### config.mk
export PLATFORM = sky130hd
export DESIGN_NAME = systolic_feeder_flat
export DESIGN_NICKNAME = d
export VERILOG_FILES = /design/src/rtl/systolic_pkg.sv /design/src/rtl/systolic_feeder_if.sv /design/src/rtl/skew_line.sv /design/src/rtl/systolic_feeder.sv /design/src/flat_wrapper.sv
export SDC_FILE = /design/constraint.sdc
export NUM_CORES = 1
export LEC_CHECK = 0
export CORE_ASPECT_RATIO = 1.4
export CORE_UTILIZATION = 42
export CTS_BUF_LIST = sky130_fd_sc_hd__clkbuf_2
export CTS_CLUSTER_SIZE = 28
export DETAILED_ROUTE_END_ITERATION = 8
export MAX_ROUTING_LAYER = met4
export PLACE_DENSITY = 0.71
export SKIP_CTS_REPAIR_TIMING = 1
export SYNTH_ARGS = -nofsm -noshare
export SYNTH_HDL_FRONTEND = slang
export SYNTH_HIERARCHICAL = 1
export SYNTH_SLANG_ARGS = --single-unit
### constraint.sdc
create_clock -name clk -period 2.6 [get_ports clk]
set_input_delay 0.78 -clock clk [delete_from_list [all_inputs] [get_ports clk]]
set_output_delay 0.78 -clock clk [all_outputs]
set_load 0.005 [all_outputs]
### src/rtl/systolic_pkg.sv
// Shared defaults and FSM state type for the systolic array feeder.
package systolic_pkg;

   localparam int unsigned ROWS_DEF = 4;
   localparam int unsigned DW_DEF   = 8;
   localparam int unsigned LW_DEF   = 8;

   typedef enum logic [2:0] {
      S_IDLE   = 3'd0,
      S_LOAD_W = 3'd1,
      S_STREAM = 3'd2,
      S_DRAIN  = 3'd3,
      S_DONE   = 3'd4
   } state_e;

endpackage

### src/rtl/systolic_feeder_if.sv
// Job control, weight/feature handshakes and array-edge outputs of the feeder.
interface systolic_feeder_if
   import systolic_pkg::*;
#(
   parameter int unsigned ROWS = ROWS_DEF,
   parameter int unsigned DW   = DW_DEF,
   parameter int unsigned LW   = LW_DEF
);

   logic                 start;
   logic [LW-1:0]        len;
   logic [ROWS*DW-1:0]   w_data;
   logic                 w_valid;
   logic                 w_ready;
   logic [ROWS*DW-1:0]   f_data;
   logic                 f_valid;
   logic                 f_ready;
   logic [ROWS*DW-1:0]   fm_out;
   logic [ROWS*DW-1:0]   wm_out;
   logic                 wen;
   logic                 busy;
   logic                 done;

   // Job/data source side
   modport master (
      output start, len, w_data, w_valid, f_data, f_valid,
      input  w_ready, f_ready, fm_out, wm_out, wen, busy, done
   );

   // Feeder side
   modport slave (
      input  start, len, w_data, w_valid, f_data, f_valid,
      output w_ready, f_ready, fm_out, wm_out, wen, busy, done
   );

endinterface

### src/rtl/skew_line.sv
// Fixed-depth register chain delaying one FM lane by DEPTH cycles.
module skew_line #(
   parameter int unsigned DEPTH = 1,
   parameter int unsigned DW    = 8
) (
   input  logic          clk,
   input  logic          rst,
   input  logic [DW-1:0] d_i,
   output logic [DW-1:0] q_o
);

   logic [DW-1:0] pipe_q [DEPTH];

   // Shift the lane value one stage per cycle; reset empties the chain
   always_ff @(posedge clk) begin
      if (rst) begin
         for (int i = 0; i < int'(DEPTH); i++) pipe_q[i] <= '0;
      end else begin
         pipe_q[0] <= d_i;
         for (int i = 1; i < int'(DEPTH); i++) pipe_q[i] <= pipe_q[i-1];
      end
   end

   assign q_o = pipe_q[DEPTH-1];

endmodule

### src/rtl/systolic_feeder.sv
// Loads ROWS weight rows into the array, then streams skewed feature vectors and drains.
module systolic_feeder
   import systolic_pkg::*;
#(
   parameter int unsigned ROWS = ROWS_DEF,
   parameter int unsigned DW   = DW_DEF,
   parameter int unsigned LW   = LW_DEF
) (
   input  logic                 clk,
   input  logic                 rst,
   systolic_feeder_if.slave     bus
);

   localparam int unsigned VW  = ROWS * DW;
   localparam int unsigned RW  = $clog2(ROWS);
   localparam int unsigned DCW = $clog2(2 * ROWS);

   state_e          state_q, state_d;
   logic [RW-1:0]   row_cnt_q, row_cnt_d;
   logic [LW-1:0]   vec_cnt_q, vec_cnt_d;
   logic [LW-1:0]   len_q, len_d;
   logic [DCW-1:0]  drn_cnt_q, drn_cnt_d;
   logic [VW-1:0]   wm_q, wm_d;
   logic            wen_q, wen_d;
   logic            busy_q, busy_d;
   logic            done_q, done_d;
   logic            w_ready_q, w_ready_d;
   logic            f_ready_q, f_ready_d;

   logic            w_hs_c;
   logic            f_hs_c;
   logic            last_row_c;
   logic            last_vec_c;
   logic            last_drn_c;
   logic [VW-1:0]   skew_in_c;
   logic [VW-1:0]   skew_q;

   assign w_hs_c     = bus.w_valid & w_ready_q;
   assign f_hs_c     = bus.f_valid & f_ready_q;
   assign last_row_c = (row_cnt_q == RW'(ROWS - 1));
   assign last_vec_c = (vec_cnt_q == (len_q - LW'(1)));
   assign last_drn_c = (drn_cnt_q == DCW'(2 * ROWS - 2));

   // Idle STREAM cycles and all other states push zeros into the skew lines
   assign skew_in_c  = f_hs_c ? bus.f_data : '0;

   // State register
   always_ff @(posedge clk) begin
      if (rst) state_q <= S_IDLE;
      else     state_q <= state_d;
   end

   // Next-state logic
   always_comb begin
      state_d = state_q;
      case (state_q)
         S_IDLE:   if (bus.start) state_d = S_LOAD_W;
         S_LOAD_W: if (w_hs_c && last_row_c) state_d = (len_q != '0) ? S_STREAM : S_DRAIN;
         S_STREAM: if (f_hs_c && last_vec_c) state_d = S_DRAIN;
         S_DRAIN:  if (last_drn_c) state_d = S_DONE;
         S_DONE:   state_d = S_IDLE;
         default:  state_d = S_IDLE;
      endcase
   end

   // Counters, weight capture and registered status for the next cycle
   always_comb begin
      row_cnt_d = row_cnt_q;
      vec_cnt_d = vec_cnt_q;
      len_d     = len_q;
      drn_cnt_d = drn_cnt_q;
      wm_d      = wm_q;
      wen_d     = 1'b0;
      busy_d    = (state_d != S_IDLE);
      done_d    = (state_d == S_DONE);
      w_ready_d = (state_d == S_LOAD_W);
      f_ready_d = (state_d == S_STREAM);

      if (state_q == S_IDLE && bus.start) begin
         len_d     = bus.len;
         row_cnt_d = '0;
         vec_cnt_d = '0;
         drn_cnt_d = '0;
      end
      if (w_hs_c) begin
         wm_d  = bus.w_data;
         wen_d = 1'b1;
         if (row_cnt_q != '1) row_cnt_d = row_cnt_q + RW'(1);
      end
      if (f_hs_c && vec_cnt_q != '1) vec_cnt_d = vec_cnt_q + LW'(1);
      if (state_q == S_DRAIN && drn_cnt_q != '1) drn_cnt_d = drn_cnt_q + DCW'(1);
   end

   // Datapath and output registers
   always_ff @(posedge clk) begin
      if (rst) begin
         row_cnt_q <= '0;
         vec_cnt_q <= '0;
         len_q     <= '0;
         drn_cnt_q <= '0;
         wm_q      <= '0;
         wen_q     <= 1'b0;
         busy_q    <= 1'b0;
         done_q    <= 1'b0;
         w_ready_q <= 1'b0;
         f_ready_q <= 1'b0;
      end else begin
         row_cnt_q <= row_cnt_d;
         vec_cnt_q <= vec_cnt_d;
         len_q     <= len_d;
         drn_cnt_q <= drn_cnt_d;
         wm_q      <= wm_d;
         wen_q     <= wen_d;
         busy_q    <= busy_d;
         done_q    <= done_d;
         w_ready_q <= w_ready_d;
         f_ready_q <= f_ready_d;
      end
   end

   // Lane r is delayed r+1 cycles so the wavefront enters the array diagonally
   for (genvar r = 0; r < int'(ROWS); r++) begin : g_lane
      skew_line #(
         .DEPTH (r + 1),
         .DW    (DW)
      ) u_skew (
         .clk (clk),
         .rst (rst),
         .d_i (skew_in_c[r*DW +: DW]),
         .q_o (skew_q[r*DW +: DW])
      );
   end

   assign bus.fm_out  = skew_q;
   assign bus.wm_out  = wm_q;
   assign bus.wen     = wen_q;
   assign bus.busy    = busy_q;
   assign bus.done    = done_q;
   assign bus.w_ready = w_ready_q;
   assign bus.f_ready = f_ready_q;

endmodule

### src/flat_wrapper.sv
// flat-port wrapper written by rule: the top's interface ports become plain ports
module systolic_feeder_flat import systolic_pkg::*;
#(
   parameter int unsigned ROWS = ROWS_DEF,
   parameter int unsigned DW   = DW_DEF,
   parameter int unsigned LW   = LW_DEF
)
  (clk, rst, bus_start, bus_len, bus_w_data, bus_w_valid, bus_f_data, bus_f_valid, bus_w_ready, bus_f_ready, bus_fm_out, bus_wm_out, bus_wen, bus_busy, bus_done);
  systolic_feeder_if #(.ROWS(ROWS), .DW(DW), .LW(LW)) bus_i ();
  input  logic clk;
  input  logic rst;
  input wire logic [$bits(bus_i.start)-1:0] bus_start;
  input wire logic [$bits(bus_i.len)-1:0] bus_len;
  input wire logic [$bits(bus_i.w_data)-1:0] bus_w_data;
  input wire logic [$bits(bus_i.w_valid)-1:0] bus_w_valid;
  input wire logic [$bits(bus_i.f_data)-1:0] bus_f_data;
  input wire logic [$bits(bus_i.f_valid)-1:0] bus_f_valid;
  output wire logic [$bits(bus_i.w_ready)-1:0] bus_w_ready;
  output wire logic [$bits(bus_i.f_ready)-1:0] bus_f_ready;
  output wire logic [$bits(bus_i.fm_out)-1:0] bus_fm_out;
  output wire logic [$bits(bus_i.wm_out)-1:0] bus_wm_out;
  output wire logic [$bits(bus_i.wen)-1:0] bus_wen;
  output wire logic [$bits(bus_i.busy)-1:0] bus_busy;
  output wire logic [$bits(bus_i.done)-1:0] bus_done;
  assign bus_i.start = bus_start;
  assign bus_i.len = bus_len;
  assign bus_i.w_data = bus_w_data;
  assign bus_i.w_valid = bus_w_valid;
  assign bus_i.f_data = bus_f_data;
  assign bus_i.f_valid = bus_f_valid;
  assign bus_w_ready = bus_i.w_ready;
  assign bus_f_ready = bus_i.f_ready;
  assign bus_fm_out = bus_i.fm_out;
  assign bus_wm_out = bus_i.wm_out;
  assign bus_wen = bus_i.wen;
  assign bus_busy = bus_i.busy;
  assign bus_done = bus_i.done;
  systolic_feeder #(.ROWS(ROWS), .DW(DW), .LW(LW)) u_core (.clk(clk), .rst(rst), .bus(bus_i));
endmodule
**Yosys cells after proc, flatten, opt, wreduce, memory -nomap -nowiden**

Memories as Yosys holds them, arrays and structs flattened.
Index checks and enable logic that the tools add are counted.

- Word-level logic and storage cells: 82
- RAM bits: 80
- Register bits: 61
- Memories kept: 4
- Input bits: 77
- Output and inout bits: 69

- Equality and inequality tests: 12
- Bitwise operators: 11
- Add/sub/neg operators: 4
- Multiplexer cells: 29
- Reductions and logical operators: 11

Memories:

| memory | depth | width | rd ports | clocked after Yosys merged registers in | wr ports | RTL line | text |
|---|---|---|---|---|---|---|---|
| u_core.g_lane[3].u_skew.pipe_q | 4 | 8 | 4 | 0 | 4 | skew_line.sv:12 | `logic [DW-1:0] pipe_q [DEPTH];` |
| u_core.g_lane[2].u_skew.pipe_q | 3 | 8 | 3 | 0 | 3 | skew_line.sv:12 |  |
| u_core.g_lane[1].u_skew.pipe_q | 2 | 8 | 2 | 0 | 2 | skew_line.sv:12 |  |
| u_core.g_lane[0].u_skew.pipe_q | 1 | 8 | 1 | 0 | 1 | skew_line.sv:12 |  |

Operators with widths:

| kind | count |
|---|---|
| $mux W8 | 12 |
| $mux W32 | 1 |
| $mux W3 | 6 |
| $pmux W3 S4 | 1 |
| $eq A3 B2 Y1 const B | 3 |
| $or A1 B1 Y1 | 9 |
| $add A8 B1 Y8 const B | 1 |
| $eq A8 B8 Y1 | 1 |
| $ne A8 B8 Y1 const B | 1 |
| $reduce_bool A8 Y1 | 1 |
| $reduce_or A8 Y1 | 1 |
| $sub A8 B1 Y8 const B | 1 |
| $eq A3 B1 Y1 const B | 2 |
| $eq A3 B3 Y1 const B | 2 |
| $mux W1 | 6 |
| $mux W2 | 3 |
| $logic_and A1 B1 Y1 | 5 |
| $reduce_bool A2 Y1 | 2 |
| $add A3 B1 Y3 const B | 1 |
| $logic_not A3 Y1 | 1 |
| $ne A3 B3 Y1 const B | 1 |
| $reduce_bool A3 Y1 | 1 |
| $add A2 B1 Y2 const B | 1 |
| $and A1 B1 Y1 | 2 |
| 2 further kinds | 2 |

**Logic depth before layout (Yosys ltp)**

- Word-level depth: 6
- Mapped depth: 9
- Gate-level depth less buffers: 7

**Hierarchy**

Netlist, hierarchy kept.

Modules (own cells, without submodules):

| module | area each (um^2) | times used | cells each | seq. area each (um^2) |
|---|---|---|---|---|
| systolic_feeder | 2,892.8 | 1 | 378 | 1,221.2 |
| skew_line (u_core.g_lane[3].u_skew) | 863.3 | 1 | 67 | 640.6 |
| skew_line (u_core.g_lane[2].u_skew) | 753.2 | 1 | 58 | 480.5 |
| skew_line (u_core.g_lane[1].u_skew) | 524.3 | 1 | 41 | 320.3 |
| skew_line (u_core.g_lane[0].u_skew) | 210.2 | 1 | 16 | 160.2 |

**Worst setup path after synthesis**

OpenSTA, ideal clock, no wires.

- Path kind: reg-to-reg
- Start: register u_core.len_q[0]
- End: register u_core.f_ready_q, in the netlist u_core/bus.f_ready
- Arrival: 1,841 ps
- Slack: 643 ps
- Stages on the path, launching flop included: 10
- Library setup time: 115 ps
- Period minus slack after synthesis: 1,957 ps
- Data required time: 2,485 ps
- Path buffers: 2
- Cell sequence: dfxtp_1 -> clkbuf_1 -> inv_1 -> ha_1 -> clkbuf_1 -> o21bai_1 -> a211oi_1 -> o21bai_1 -> a211o_1 -> and3_1

- Longest elaborated chain between the ends: 6
- Elaborated cells on any way between the ends: 9
- Classes of those cells: add/sub (1); eq/ne (2); mux (4); reduce/logical (2)

RTL lines:

| element | RTL line | text |
|---|---|---|
| start, declared | systolic_feeder.sv:21 | `logic [LW-1:0] len_q, len_d;` |
| start signal, assigned | systolic_feeder.sv:110 | `len_q <= len_d;` |
| $sub A8 B1 Y8 | systolic_feeder.sv:41 | `assign last_vec_c = (vec_cnt_q == (len_q - LW'(1)));` |
| $eq A8 B8 Y1 | systolic_feeder.sv:41 |  |
| $logic_and A1 B1 Y1 | systolic_feeder.sv:59 | `S_STREAM: if (f_hs_c && last_vec_c) state_d = S_DRAIN;` |
| $mux W3 | systolic_feeder.sv:59 |  |
| $pmux W3 S4 * | systolic_feeder.sv:56 | `case (state_q)` |
| $eq A3 B2 Y1 * | systolic_feeder.sv:77 | `f_ready_d = (state_d == S_STREAM);` |
| end signal, assigned | systolic_feeder.sv:117 | `f_ready_q <= f_ready_d;` |
| end, declared | systolic_feeder.sv:28 | `logic f_ready_q, f_ready_d;` |

Every way passes the cells marked *; elsewhere a longest branch is shown, timed or not.
A chain may end at the register's enable or synchronous reset.

**Worst setup path after layout**

- Start: register u_core.w_ready_q, in the netlist u_core/bus.w_ready
- End: output port bus_w_ready

RTL lines:

| element | RTL line | text |
|---|---|---|
| start, declared | systolic_feeder.sv:27 | `logic w_ready_q, w_ready_d;` |
| start signal, assigned | systolic_feeder.sv:116 | `w_ready_q <= w_ready_d;` |
| end, declared | flat_wrapper.sv:18 | `output wire logic [$bits(bus_i.w_ready)-1:0] bus_w_ready;` |

No word-level cell between the ends.

==> results.json <==
{
  "status": "finished, final reports clean",
  "dieArea_sq_um": 12940,
  "critPathMaxStageDelay_ps": 540,
  "hpwl_mm": 7.946,
  "wirelength_mm": 11.32,
  "worst-path-buf-inv": 1,
  "end_kind": "output pin",
  "fillers": 1061,
  "insertion_delay_ps": 650,
  "synth_xor_area_share_pct": 1.503,
  "wl_per_cell_um": 13.42,
  "synth_edf_count": 0,
  "grtUsageTotal_pct": 18.50,
  "layout_common_cells": "clkdlybuf4s50_1 (144), dfxtp_1 (141), nand2_1 (94)",
  "setup_viol": 0,
  "tns_ps": 0,
  "slowest_stage": "clkdlybuf4s50_1",
  "via_count": 4168,
  "startpoint_type": "register",
  "nets": 766,
  "synthAdderAreaFrac_pct": 1.432,
  "synth_seq_area_share_pct": 53.83,
  "num_rows": 47,
  "finalPower_uw": 3939,
  "grt_max_degree": 61,
  "drc": 0,
  "grt_pass1_vias": 3869,
  "viasPerCell": 4.938,
  "cts_tree": "done",
  "die_w_um": 96.44,
  "gp_congestion": 0.7532,
  "finalClockSkew_ps": 30.27,
  "drive_gt1_share_pct": 10.92,
  "synth.cell_area_sq_um": 5244,
  "final_common_cell": "clkdlybuf4s50_1",
  "setup_ws_ps": 208.1,
  "clock_path_buffers": 2,
  "worst_pin_slew_ps": 417.8,
  "port_buffers": 145,
  "numCtsBuffers": 17,
  "rsz0062_at_grt": "false",
  "fmax_ghz": 0.4181,
  "cp_max_fo": 3,
  "finalCoreUtilization_pct": 57.84,
  "die_y_um": 134.2,
  "ant_nets": 0,
  "fin_crit_ps": 2392,
  "synth_compound_area_share_pct": 8.995,
  "synth_fp_nets": 643,
  "start_util_pct": 43.71,
  "crit_family": "buffers and inverters",
  "dr.first_iter.drc_count": 202,
  "async_reset_ff_share_pct": 0,
  "pre_cts_ws_ps": 179.4,
  "grt_overflow_total": 0,
  "clkTransAtPathRegs_ps": 210,
  "peakVddDrop_v": 0.0002923,
  "synth_ff_type": "dfxtp_1",
  "path_cells": "clkdlybuf4s50_1",
  "hold_viol": 0,
  "synth_simple_gate_area_share_pct": 28.37,
  "crit_arrival_ps": 1610,
  "synth_cell_types": 43,
  "synth-seq-cells": 141,
  "power.density_nw_per_um2": 567.6,
  "drv_cap": 0,
  "syn_avg_cell_area_sq_um": 9.364,
  "area_delta_synth_final_pct": 32.33,
  "core_area_sq_um": 12000,
  "synthMuxAreaShare_pct": 0,
  "cp.required_ps": 1820,
  "yosysWarnings": 6,
  "p_leak_uw": 0.002675,
  "finalCritPeriodShare_pct": 92.00,
  "antenna_found_initial": 1,
  "cts_root_buf": "clkbuf_2",
  "grt_pass1_wl_mm": 17.94,
  "htreeDepth": 4,
  "io_pins": 146,
  "min_path_type": "reg -> reg",
  "synth_top_family_by_area": "simple AND/OR/NAND/NOR gates",
  "cts.sinks": 141,
  "drtPass1Iterations": 4,
  "synthCells": 560,
  "path_class": "reg -> out",
  "relSlewSlack_pct": 72.11,
  "slew_viol_final": 0
}
## worst reg2reg max path, stage by stage, from the launching register on
cell,delay (ps)
dfxtp_1,500
inv_1,70
ha_1,320
o21bai_1,200
a211oi_1,250
o21bai_1,120
a211o_1,310
a211oi_2,210
## cell usage after synthesis, drive strengths merged, types with 3 or more instances
cell / count / share of area [%]
dfxtp: 141 / 54
nand2: 94 / 6.7
nor2b: 72 / 9.6
a21oi: 61 / 5.8
and3: 33 / 3.9
clkbuf: 29 / 2.1
buf: 23 / 3.6
nor2: 18 / 1.3
and2b: 10 / 1.6
nand3: 7 / 0.67
ha: 6 / 1.4
nor4: 6 / 1.0
xnor2: 6 / 1.0
nor3: 5 / 0.48
a211oi: 4 / 0.67
a31oi: 4 / 0.48
nand3b: 4 / 0.57
or3: 4 / 0.48
inv: 3 / 0.21
nand4b: 3 / 0.50
o21ai: 3 / 0.29
o21bai: 3 / 0.43
xor2: 3 / 0.50
## final timing paths
path,start,endpoint,slack [ps],depth (start not counted)
setup / recovery,u_core/bus.w_ready$_SDFF_PP0_,bus_w_ready,210,1
hold reg to reg,u_core/g_lane[2].u_skew/pipe_q[0][3]$_SDFF_PP0_,u_core/g_lane[2].u_skew/pipe_q[0][11]$_SDFF_PP0_,430,1
setup reg to reg,u_core/len_q[0]$_SDFFE_PP0P_,u_core/bus.w_ready$_SDFF_PP0_,560,7
hold / removal,u_core/g_lane[2].u_skew/pipe_q[0][3]$_SDFF_PP0_,u_core/g_lane[2].u_skew/pipe_q[0][11]$_SDFF_PP0_,430,1
## sequential cells by signal, summed over array words and instances, names as in the netlist
signal and flops:
u_core/g_lane.u_skew/pipe_q 80, u_core/state_q 3, u_core/bus.busy 1, u_core/bus.wen 1, u_core/drn_cnt_q 3, u_core/bus.w_ready 1, u_core/row_cnt_q 2, u_core/vec_cnt_q 8
u_core/bus.done 1, u_core/bus.wm_out 32, u_core/len_q 8, u_core/bus.f_ready 1
## power breakdown
part	leakage [uW]	total, uW	internal [uW]	switching, uW
logic	0.00139	356	205	151
registers	0.00114	2230	2200	29.1
clock network	0.000150	1350	480	874
total	0.00268	3940	2880	1050
## stage by stage
stage	cell area, sq um	hold slack, ps	std cells
2_1_floorplan	5244	410.9	560
3_3_place_gp	6675	416.1	811
3_5_place_dp	6675	418.5	811
4_1_cts	6937	363.3	843
5_1_grt	6939	377.5	844
6_report	6939	430.2	844
## cell type report
cell class / instances / area (sq um) / share of cell area [%]
Clock inverter: 15 / 176.4 / 2.542
Multi-Input combinational cell: 364 / 2113 / 30.45
Inverter: 3 / 11.26 / 0.1623
Antenna cell: 1 / 2.502 / 0.03606
Tap cell: 147 / 183.9 / 2.651
Sequential cell: 141 / 2823 / 40.68
Timing Repair Buffer: 156 / 1544 / 22.25
Clock buffer: 17 / 85.08 / 1.226
## cells by family after synthesis
kind of cell	count (synthesis)
XOR/XNOR	9
AND/OR/NAND/NOR	266
AO/OA/AOI/OAI	83
buffers and inverters	55
flip-flops	141
adder cells (fa/ha/maj)	6
## layer usage
layer | track usage, % | vias to the layer above | wire, um
met5 | - | - | 0
met4 | 9.314 | 0 | 250
met3 | 5.102 | 16 | 763
met2 | 29.67 | 152 | 5671
met1 | 20.82 | 1909 | 4638
li1 | - | 2091 | -
Note: power is estimated with default switching activity, not from simulation.
